## src/rtl/mcu_pkg.sv

```systemverilog
// mcu_pkg: shared definitions for the MCU SPI bridge.
//   - TGT_*        : default MCU target ids carried in byte 0 of a frame
//   - byte_idx_e   : position of the current byte within a frame
//   - target_e     : decoded target selected for the current frame
//   - target_strobe: one-hot strobe vector {sdc, osd, hid, sys} for a target
package mcu_pkg;

    localparam logic [7:0] TGT_SYS = 8'd1;
    localparam logic [7:0] TGT_HID = 8'd2;
    localparam logic [7:0] TGT_OSD = 8'd3;
    localparam logic [7:0] TGT_SDC = 8'd5;

    typedef enum logic [1:0] {
        IDX_TGT  = 2'd0,   // next byte is the target id
        IDX_CMD  = 2'd1,   // next byte is the command byte
        IDX_DATA = 2'd2    // every further byte is data
    } byte_idx_e;

    typedef enum logic [2:0] {
        SEL_NONE = 3'd0,
        SEL_SYS  = 3'd1,
        SEL_HID  = 3'd2,
        SEL_OSD  = 3'd3,
        SEL_SDC  = 3'd4
    } target_e;

    // Bit order of the returned vector: [0] sys, [1] hid, [2] osd, [3] sdc.
    function automatic logic [3:0] target_strobe(input target_e sel);
        case (sel)
            SEL_SYS: return 4'b0001;
            SEL_HID: return 4'b0010;
            SEL_OSD: return 4'b0100;
            SEL_SDC: return 4'b1000;
            default: return 4'b0000;
        endcase
    endfunction

endpackage

```

## src/rtl/spi_pin_sync.sv

```systemverilog
// spi_pin_sync: brings the asynchronous SPI pins into the clk domain.
// Ports:
//   clk        in  system clock
//   ss_pin     in  raw SPI select (active low)
//   sclk_pin   in  raw SPI clock
//   mosi_pin   in  raw MOSI
//   ss         out synchronised select level
//   ss_fall    out one-cycle pulse on synchronised select falling edge
//   sclk_rise  out one-cycle pulse on synchronised sclk rising edge
//   sclk_fall  out one-cycle pulse on synchronised sclk falling edge
//   mosi       out synchronised MOSI level (aligned with the sclk edges)
module spi_pin_sync #(
    parameter int SYNC_STAGES = 2
) (
    input  logic clk,
    input  logic ss_pin,
    input  logic sclk_pin,
    input  logic mosi_pin,
    output logic ss,
    output logic ss_fall,
    output logic sclk_rise,
    output logic sclk_fall,
    output logic mosi
);

    logic [SYNC_STAGES-1:0] ss_sync;
    logic [SYNC_STAGES-1:0] sclk_sync;
    logic [SYNC_STAGES-1:0] mosi_sync;
    logic                   ss_prev;
    logic                   sclk_prev;

    // NOTE: the synchroniser and edge-history flops have no reset on purpose.
    // Resetting them to an idle value would make the real pin level look like
    // a fresh edge once reset is released (e.g. a phantom ss fall mid-frame).
    always_ff @(posedge clk) begin
        ss_sync   <= {ss_sync[SYNC_STAGES-2:0], ss_pin};
        sclk_sync <= {sclk_sync[SYNC_STAGES-2:0], sclk_pin};
        mosi_sync <= {mosi_sync[SYNC_STAGES-2:0], mosi_pin};
        ss_prev   <= ss_sync[SYNC_STAGES-1];
        sclk_prev <= sclk_sync[SYNC_STAGES-1];
    end

    assign ss        = ss_sync[SYNC_STAGES-1];
    assign mosi      = mosi_sync[SYNC_STAGES-1];
    assign ss_fall   = ss_prev & ~ss;
    assign sclk_rise = ~sclk_prev & sclk_sync[SYNC_STAGES-1];
    assign sclk_fall = sclk_prev & ~sclk_sync[SYNC_STAGES-1];

endmodule

```

## src/rtl/mcu_spi_bridge.sv

```systemverilog
// mcu_spi_bridge: SPI mode-0 slave (MSB first) that routes MCU frames to one
// of four targets. Byte 0 selects the target, byte 1 is the command (strobed
// with mcu_start), later bytes are data. The selected target's data_out is
// shifted back on MISO one byte later.
// Ports:
//   clk, reset                        system clock, synchronous active-high reset
//   spi_io_ss/clk/din, spi_io_dout    SPI pins (ss active low, async inputs)
//   mcu_{sys,hid,osd,sdc}_strobe      one-cycle per-byte strobe to each target
//   mcu_start                         strobe is for the command byte
//   mcu_dout                          received byte, valid with a strobe
//   mcu_{sys,hid,osd,sdc}_din         target data_out returned to the MCU
module mcu_spi_bridge #(
    parameter logic [7:0] TGT_SYS     = mcu_pkg::TGT_SYS,
    parameter logic [7:0] TGT_HID     = mcu_pkg::TGT_HID,
    parameter logic [7:0] TGT_OSD     = mcu_pkg::TGT_OSD,
    parameter logic [7:0] TGT_SDC     = mcu_pkg::TGT_SDC,
    parameter int         SYNC_STAGES = 2
) (
    input  logic       clk,
    input  logic       reset,
    input  logic       spi_io_ss,
    input  logic       spi_io_clk,
    input  logic       spi_io_din,
    output logic       spi_io_dout,
    output logic       mcu_sys_strobe,
    output logic       mcu_hid_strobe,
    output logic       mcu_osd_strobe,
    output logic       mcu_sdc_strobe,
    output logic       mcu_start,
    output logic [7:0] mcu_dout,
    input  logic [7:0] mcu_sys_din,
    input  logic [7:0] mcu_hid_din,
    input  logic [7:0] mcu_osd_din,
    input  logic [7:0] mcu_sdc_din
);

    import mcu_pkg::*;

    logic      ss;
    logic      ss_fall;
    logic      sclk_rise;
    logic      sclk_fall;
    logic      mosi;

    logic      armed;       // set by an ss fall; only an armed frame is decoded
    logic [2:0] bit_cnt;
    logic [7:0] rx_shift;
    logic [7:0] rx_next;
    logic [7:0] tx_shift;
    logic [7:0] tx_load;
    logic [1:0] load_pipe;  // byte_done delayed so the target can update din
    logic [3:0] strobe_q;
    logic      byte_done;
    target_e   target;
    target_e   rx_target;
    byte_idx_e byte_idx;
    byte_idx_e idx_next;

    spi_pin_sync #(
        .SYNC_STAGES (SYNC_STAGES)
    ) u_pin_sync (
        .clk       (clk),
        .ss_pin    (spi_io_ss),
        .sclk_pin  (spi_io_clk),
        .mosi_pin  (spi_io_din),
        .ss        (ss),
        .ss_fall   (ss_fall),
        .sclk_rise (sclk_rise),
        .sclk_fall (sclk_fall),
        .mosi      (mosi)
    );

    assign rx_next   = {rx_shift[6:0], mosi};
    assign byte_done = armed & ~ss & sclk_rise & (bit_cnt == 3'd7);

    // NOTE: every always_comb output gets a default first, so no path through
    // the block can leave a signal unassigned and infer a latch.
    always_comb begin
        rx_target = SEL_NONE;
        if (rx_next == TGT_SYS)      rx_target = SEL_SYS;
        else if (rx_next == TGT_HID) rx_target = SEL_HID;
        else if (rx_next == TGT_OSD) rx_target = SEL_OSD;
        else if (rx_next == TGT_SDC) rx_target = SEL_SDC;
    end

    always_comb begin
        case (target)
            SEL_SYS: tx_load = mcu_sys_din;
            SEL_HID: tx_load = mcu_hid_din;
            SEL_OSD: tx_load = mcu_osd_din;
            SEL_SDC: tx_load = mcu_sdc_din;
            default: tx_load = 8'h00;
        endcase
    end

    // Frame position: restarts whenever the frame ends or was never armed,
    // and saturates at IDX_DATA.
    always_comb begin
        idx_next = byte_idx;
        if (ss || !armed) begin
            idx_next = IDX_TGT;
        end else if (byte_done) begin
            case (byte_idx)
                IDX_TGT: idx_next = IDX_CMD;
                default: idx_next = IDX_DATA;
            endcase
        end
    end

    // NOTE: sequential state uses non-blocking assignments only, so every flop
    // samples the pre-edge values regardless of statement order.
    always_ff @(posedge clk) begin
        if (reset) byte_idx <= IDX_TGT;
        else       byte_idx <= idx_next;
    end

    always_ff @(posedge clk) begin
        if (reset) begin
            armed       <= 1'b0;
            bit_cnt     <= 3'd0;
            rx_shift    <= 8'h00;
            tx_shift    <= 8'h00;
            load_pipe   <= 2'b00;
            target      <= SEL_NONE;
            strobe_q    <= 4'b0000;
            mcu_start   <= 1'b0;
            mcu_dout    <= 8'h00;
            spi_io_dout <= 1'b0;
        end else begin
            strobe_q  <= 4'b0000;
            mcu_start <= 1'b0;
            load_pipe <= {load_pipe[0], byte_done};

            if (ss) begin
                // Deselect wins over any sclk edge seen in the same cycle.
                armed       <= 1'b0;
                bit_cnt     <= 3'd0;
                target      <= SEL_NONE;
                load_pipe   <= 2'b00;
                spi_io_dout <= 1'b0;
            end else begin
                if (ss_fall) begin
                    armed       <= 1'b1;
                    tx_shift    <= 8'h00;
                    spi_io_dout <= 1'b0;
                end

                if (armed && sclk_rise) begin
                    rx_shift <= rx_next;
                    bit_cnt  <= bit_cnt + 3'd1;
                end

                if (byte_done) begin
                    if (byte_idx == IDX_TGT) begin
                        target <= rx_target;
                    end else if (target != SEL_NONE) begin
                        strobe_q  <= target_strobe(target);
                        mcu_start <= (byte_idx == IDX_CMD);
                        mcu_dout  <= rx_next;
                    end
                end

                // The fall that ends bit 7 (bit_cnt already wrapped to 0) must
                // not shift, or it would drop the MSB of the freshly loaded byte.
                if (armed && load_pipe[1]) begin
                    tx_shift    <= tx_load;
                    spi_io_dout <= tx_load[7];
                end else if (armed && sclk_fall && (bit_cnt != 3'd0)) begin
                    tx_shift    <= {tx_shift[6:0], 1'b0};
                    spi_io_dout <= tx_shift[6];
                end
            end
        end
    end

    assign mcu_sys_strobe = strobe_q[0];
    assign mcu_hid_strobe = strobe_q[1];
    assign mcu_osd_strobe = strobe_q[2];
    assign mcu_sdc_strobe = strobe_q[3];

endmodule

```

## config.mk

```make
export PLATFORM = sky130hd
export DESIGN_NAME = mcu_spi_bridge
export DESIGN_NICKNAME = d
export VERILOG_FILES = /design/src/rtl/mcu_pkg.sv /design/src/rtl/spi_pin_sync.sv /design/src/rtl/mcu_spi_bridge.sv
export SDC_FILE = /design/constraint.sdc
export NUM_CORES = 1
export LEC_CHECK = 0
export ABC_AREA = 1
export CAP_MARGIN = 30
export CORE_MARGIN = 2
export CORE_UTILIZATION = 49
export CTS_CLUSTER_SIZE = 16
export DETAILED_ROUTE_END_ITERATION = 8
export PLACE_DENSITY = 0.85
export SYNTH_ARGS = -nofsm -noshare
export SYNTH_HDL_FRONTEND = slang
export SYNTH_HIERARCHICAL = 1
export SYNTH_SLANG_ARGS = --single-unit
```

## constraint.sdc

```tcl
create_clock -name clk -period 2.12 [get_ports clk]
set_clock_uncertainty 0.15 [all_clocks]
set_input_delay 0.318 -clock clk [delete_from_list [all_inputs] [get_ports clk]]
set_output_delay 0.318 -clock clk [all_outputs]
set_load 0.01 [all_outputs]
```

==> flow_metrics.env <==
export IMPL_unrepaired_setup_endpoints_after_global_routing="no"
export IMPL_port_buffer_count=50
export IMPL_worstSkewPairLatency_ns=0.29
export IMPL_post_route_min_period_ns=1.85
export IMPL_timing_final_crit_share=0.873
export IMPL_post_synth_main_area_contributors="sky130_fd_sc_hd__dfxtp_1 44%, sky130_fd_sc_hd__nand2_1 9.0%, sky130_fd_sc_hd__nor2_1 8.8%, sky130_fd_sc_hd__nand4_1 7.9%, sky130_fd_sc_hd__inv_1 5.6%"
export IMPL_post_cts_resized_instances=0
export IMPL_seq_total_area_yosys=0.441
export IMPL_report_final_hold_viol_count=0
export IMPL_grt_ovfl_total=0
export IMPL_syn_nets=336
export IMPL_crit_type="reg -> reg"
export IMPL_post_synth_num_cell_types=22
export IMPL_tritoncts_clock_tree="done"
export IMPL_drc=0
export IMPL_largest_family_of_logic_cells_by_synthesized_area="simple AND/OR/NAND/NOR gates"
export IMPL_worst_hold_startpoint="u_pin_sync/ss_sync[0]"
export IMPL_postCtsHoldBufs=0
export IMPL_worst_ep_required_time_ns=2.15
export IMPL_path_cells="inv_1 -> nor2_1 -> nand2_4 -> nor2_8 -> nand2_4 -> nor2_1 -> inv_1 -> a21oi_1 -> nor2_1"
export IMPL_final_setup_viol_count=0
export IMPL_first_pass_iters=7
export IMPL_yosys_register_bits=47
export IMPL_dpl_cell_area_sq_mm=0.00268
export IMPL_muxShareOfSynthArea=0
export IMPL_crit_top_cell="sky130_fd_sc_hd__nor2_1"
export IMPL_placementRows=23
export IMPL_post_cts_repair_setup_buffers=0
export IMPL_report_power_total_uw=1650
export IMPL_share_of_synthesized_cell_area_in_full_adder_half_adder_and_majority_cells=0.0176
export IMPL_cts_clk_slew_worst_paths_ns=0.08
export IMPL_cp_end_kind="flop"
export IMPL_status="complete, no violations"
export IMPL_parity_gate_share_of_the_synthesized_area_counting_xor_and_xnor_cells=0
export IMPL_cts_inserted_buffers=5
export IMPL_maximum_level_of_the_cts_h_tree=2
export IMPL_leak_pwr_uw=0.00124
export IMPL_synth_top_area_frac=0.441
export IMPL_detailedRoute_firstIterationViolations=203
export IMPL_worstMarginPinSlew_ns=0.377
export IMPL_cts_num_sinks=47
export IMPL_post_dp_hpwl_um=3700
export IMPL_stdcell_area_sq_mm=0.00278
export IMPL_synth_main_ff_cell="sky130_fd_sc_hd__dfxtp_1"
export IMPL_fp_coreArea_sq_mm=0.00409
export IMPL_post_place_cells=390
export IMPL_num_antenna_cells=0
export IMPL_async_reset_ff_frac=0
export IMPL_crit_path_top_delay_cell="sky130_fd_sc_hd__dfxtp_1"
export IMPL_avgSynthCellArea_sq_um=7.20
export IMPL_syn2layout_area_growth_pct=30.3
export IMPL_drt_total_wl_um=5160
export IMPL_synth_simple_gate_area_share=0.352
export IMPL_first_global_vias=1932
export IMPL_dieArea_sq_mm=0.00489
export IMPL_number_of_synthesized_flops_with_an_enable_pin=0
export IMPL_io_pin_count=51
export IMPL_gp_congestion=0.836
export IMPL_tns_ns=0
export IMPL_synth_top_area_cell="sky130_fd_sc_hd__dfxtp_1"
export IMPL_timing_max_slew_rel_slack=0.748
export IMPL_via_count=2145
export IMPL_holdWs_ns=0.180
export IMPL_largest_net_degree_at_the_start_of_global_routing=24
export IMPL_timing_critical_path_from="u_pin_sync/sclk_sync[1]"
export IMPL_synthMostInstantiatedCell="sky130_fd_sc_hd__nand2_1"
export IMPL_global_route_usage_total=0.215
export IMPL_drt_antenna_violating_nets=0
export IMPL_syn_area_sq_mm=0.00213
export IMPL_yosys_warnings=6
export IMPL_fin_cells=397
export IMPL_maxClockFrequency_mhz=541
export IMPL_synth_top_cells_by_count="51 x sky130_fd_sc_hd__nand2_1, 50 x sky130_fd_sc_hd__nor2_1, 47 x sky130_fd_sc_hd__dfxtp_1"
export IMPL_min_path_type="reg -> reg"
export IMPL_die_width_um=70.0
export IMPL_cts_root_buf="sky130_fd_sc_hd__clkbuf_8"
export IMPL_slew_viol_final=0
export IMPL_clockBufferDepth=2
export IMPL_r2r_start="u_pin_sync/sclk_sync[1]"
export IMPL_vdd_ir_drop_worst_mv=0.437
export IMPL_cp_arrival_ns=1.88
export IMPL_crit_path_start_kind="flop"
export IMPL_initial_antenna_violation_count=0
export IMPL_synthesized_netlist_cell_count=296
export IMPL_delay_of_the_slowest_critical_path_stage_ns=0.37
export IMPL_die_height_um=70.0
export IMPL_initial_core_util=0.522
export IMPL_post_route_cells_drive_above_1_share=0.0663
export IMPL_r2r_slack_ns=0.27
export IMPL_via_density_per_instance=5.40
export IMPL_post_drt_wl_per_cell_um=13.0
export IMPL_synth_compound_area_frac=0.101
export IMPL_path_max_fanout=15
export IMPL_max_cap_violations=0
export IMPL_num_nets_final=387
export IMPL_power_per_cell_area_mw_per_mm2=594
export IMPL_layout_filler_cells=333
export IMPL_first_pass_grt_wire_length_um=8600
## cell type report
type                            instances  area [sq um]  share of cell area
Clock buffer                            6          72.6              0.0261
Clock inverter                          1          30.0              0.0108
Inverter                               36           140              0.0504
Multi-Input combinational cell        203          1000               0.361
Sequential cell                        47           941               0.339
Tap cell                               50          62.6              0.0225
Timing Repair Buffer                   54           531               0.191
## power by group
group / switching [uW] / internal (uW) / leakage, uW
clock network: 276 / 346 / 0.0000513
logic: 47.4 / 72.9 / 0.000810
registers: 9.72 / 899 / 0.000383
total: 333 / 1320 / 0.00124
## per-layer routing
layer | share of wire | GRT usage | vias up | wire, um
met5 | 0 | 0 | - | 0
met4 | 0.024 | 0.0748 | 0 | 122
met3 | 0.089 | 0.0649 | 16 | 460
met2 | 0.47 | 0.370 | 99 | 2450
met1 | 0.41 | 0.254 | 961 | 2130
li1 | - | - | 1069 | -
## per-stage QoR
| stage | setup WS [ns] | utilization |
|---|---|---|
| final | 0.270 | 0.680 |
| after global routing | 0.0766 | 0.680 |
| after CTS | 0.263 | 0.680 |
| after detailed placement | 0.286 | 0.655 |
| after global placement | 0.402 | 0.655 |
| after floorplan | 0.605 | - |
## critical path: cells and delay by family, from the launching register on
family / cells / cell delay, ns
AND/OR/NAND/NOR: 6 / 0.87
buffers and inverters: 2 / 0.19
AO/OA/AOI/OAI: 1 / 0.16
flip-flops: 1 / 0.37
## cells in the final DEF (no fill, tap or decap)
cell type,netlist,layout
sky130_fd_sc_hd__inv_1,32,32
sky130_fd_sc_hd__nand4_1,27,27
sky130_fd_sc_hd__nand2_1,51,51
sky130_fd_sc_hd__clkbuf_8,0,5
sky130_fd_sc_hd__ha_1,3,3
sky130_fd_sc_hd__a211oi_1,2,2
sky130_fd_sc_hd__a21oi_1,20,20
sky130_fd_sc_hd__nor2_2,2,2
sky130_fd_sc_hd__clkinv_4,1,1
sky130_fd_sc_hd__clkbuf_1,5,1
sky130_fd_sc_hd__nand2_2,2,2
sky130_fd_sc_hd__bufinv_16,0,1
sky130_fd_sc_hd__nand2_4,4,4
sky130_fd_sc_hd__nor2_4,1,1
sky130_fd_sc_hd__o21ai_0,20,20
sky130_fd_sc_hd__clkdlybuf4s50_1,0,50
sky130_fd_sc_hd__dfxtp_1,47,47
sky130_fd_sc_hd__nor2_1,50,50
sky130_fd_sc_hd__clkinv_1,1,1
sky130_fd_sc_hd__nand3_1,20,20
sky130_fd_sc_hd__inv_2,2,2
sky130_fd_sc_hd__nor2_8,1,1
sky130_fd_sc_hd__buf_4,0,4
## kinds of logic after synthesis
kind of cell    Yosys count
simple gates            158
flops                    47
buf+inv                  46
compound gates           42
fa+ha+maj                 3
## flip-flops by register name (all words and copies together) (netlist names)
signal                flops
mcu_dout                  8
rx_shift                  7
tx_shift                  7
strobe_q                  4
bit_cnt                   3
target                    3
byte_idx                  2
load_pipe                 2
u_pin_sync/mosi_sync      2
u_pin_sync/sclk_sync      2
u_pin_sync/ss_sync        2
armed                     1
mcu_start                 1
spi_io_dout               1
u_pin_sync/sclk_prev      1
u_pin_sync/ss_prev        1
## worst paths after layout
path,to,cells past startpoint
max,target[1],9
min,u_pin_sync/ss_sync[1],0
max reg2reg,target[1],9
min reg2reg,u_pin_sync/ss_sync[1],0
(Power assumes the default switching activity.)
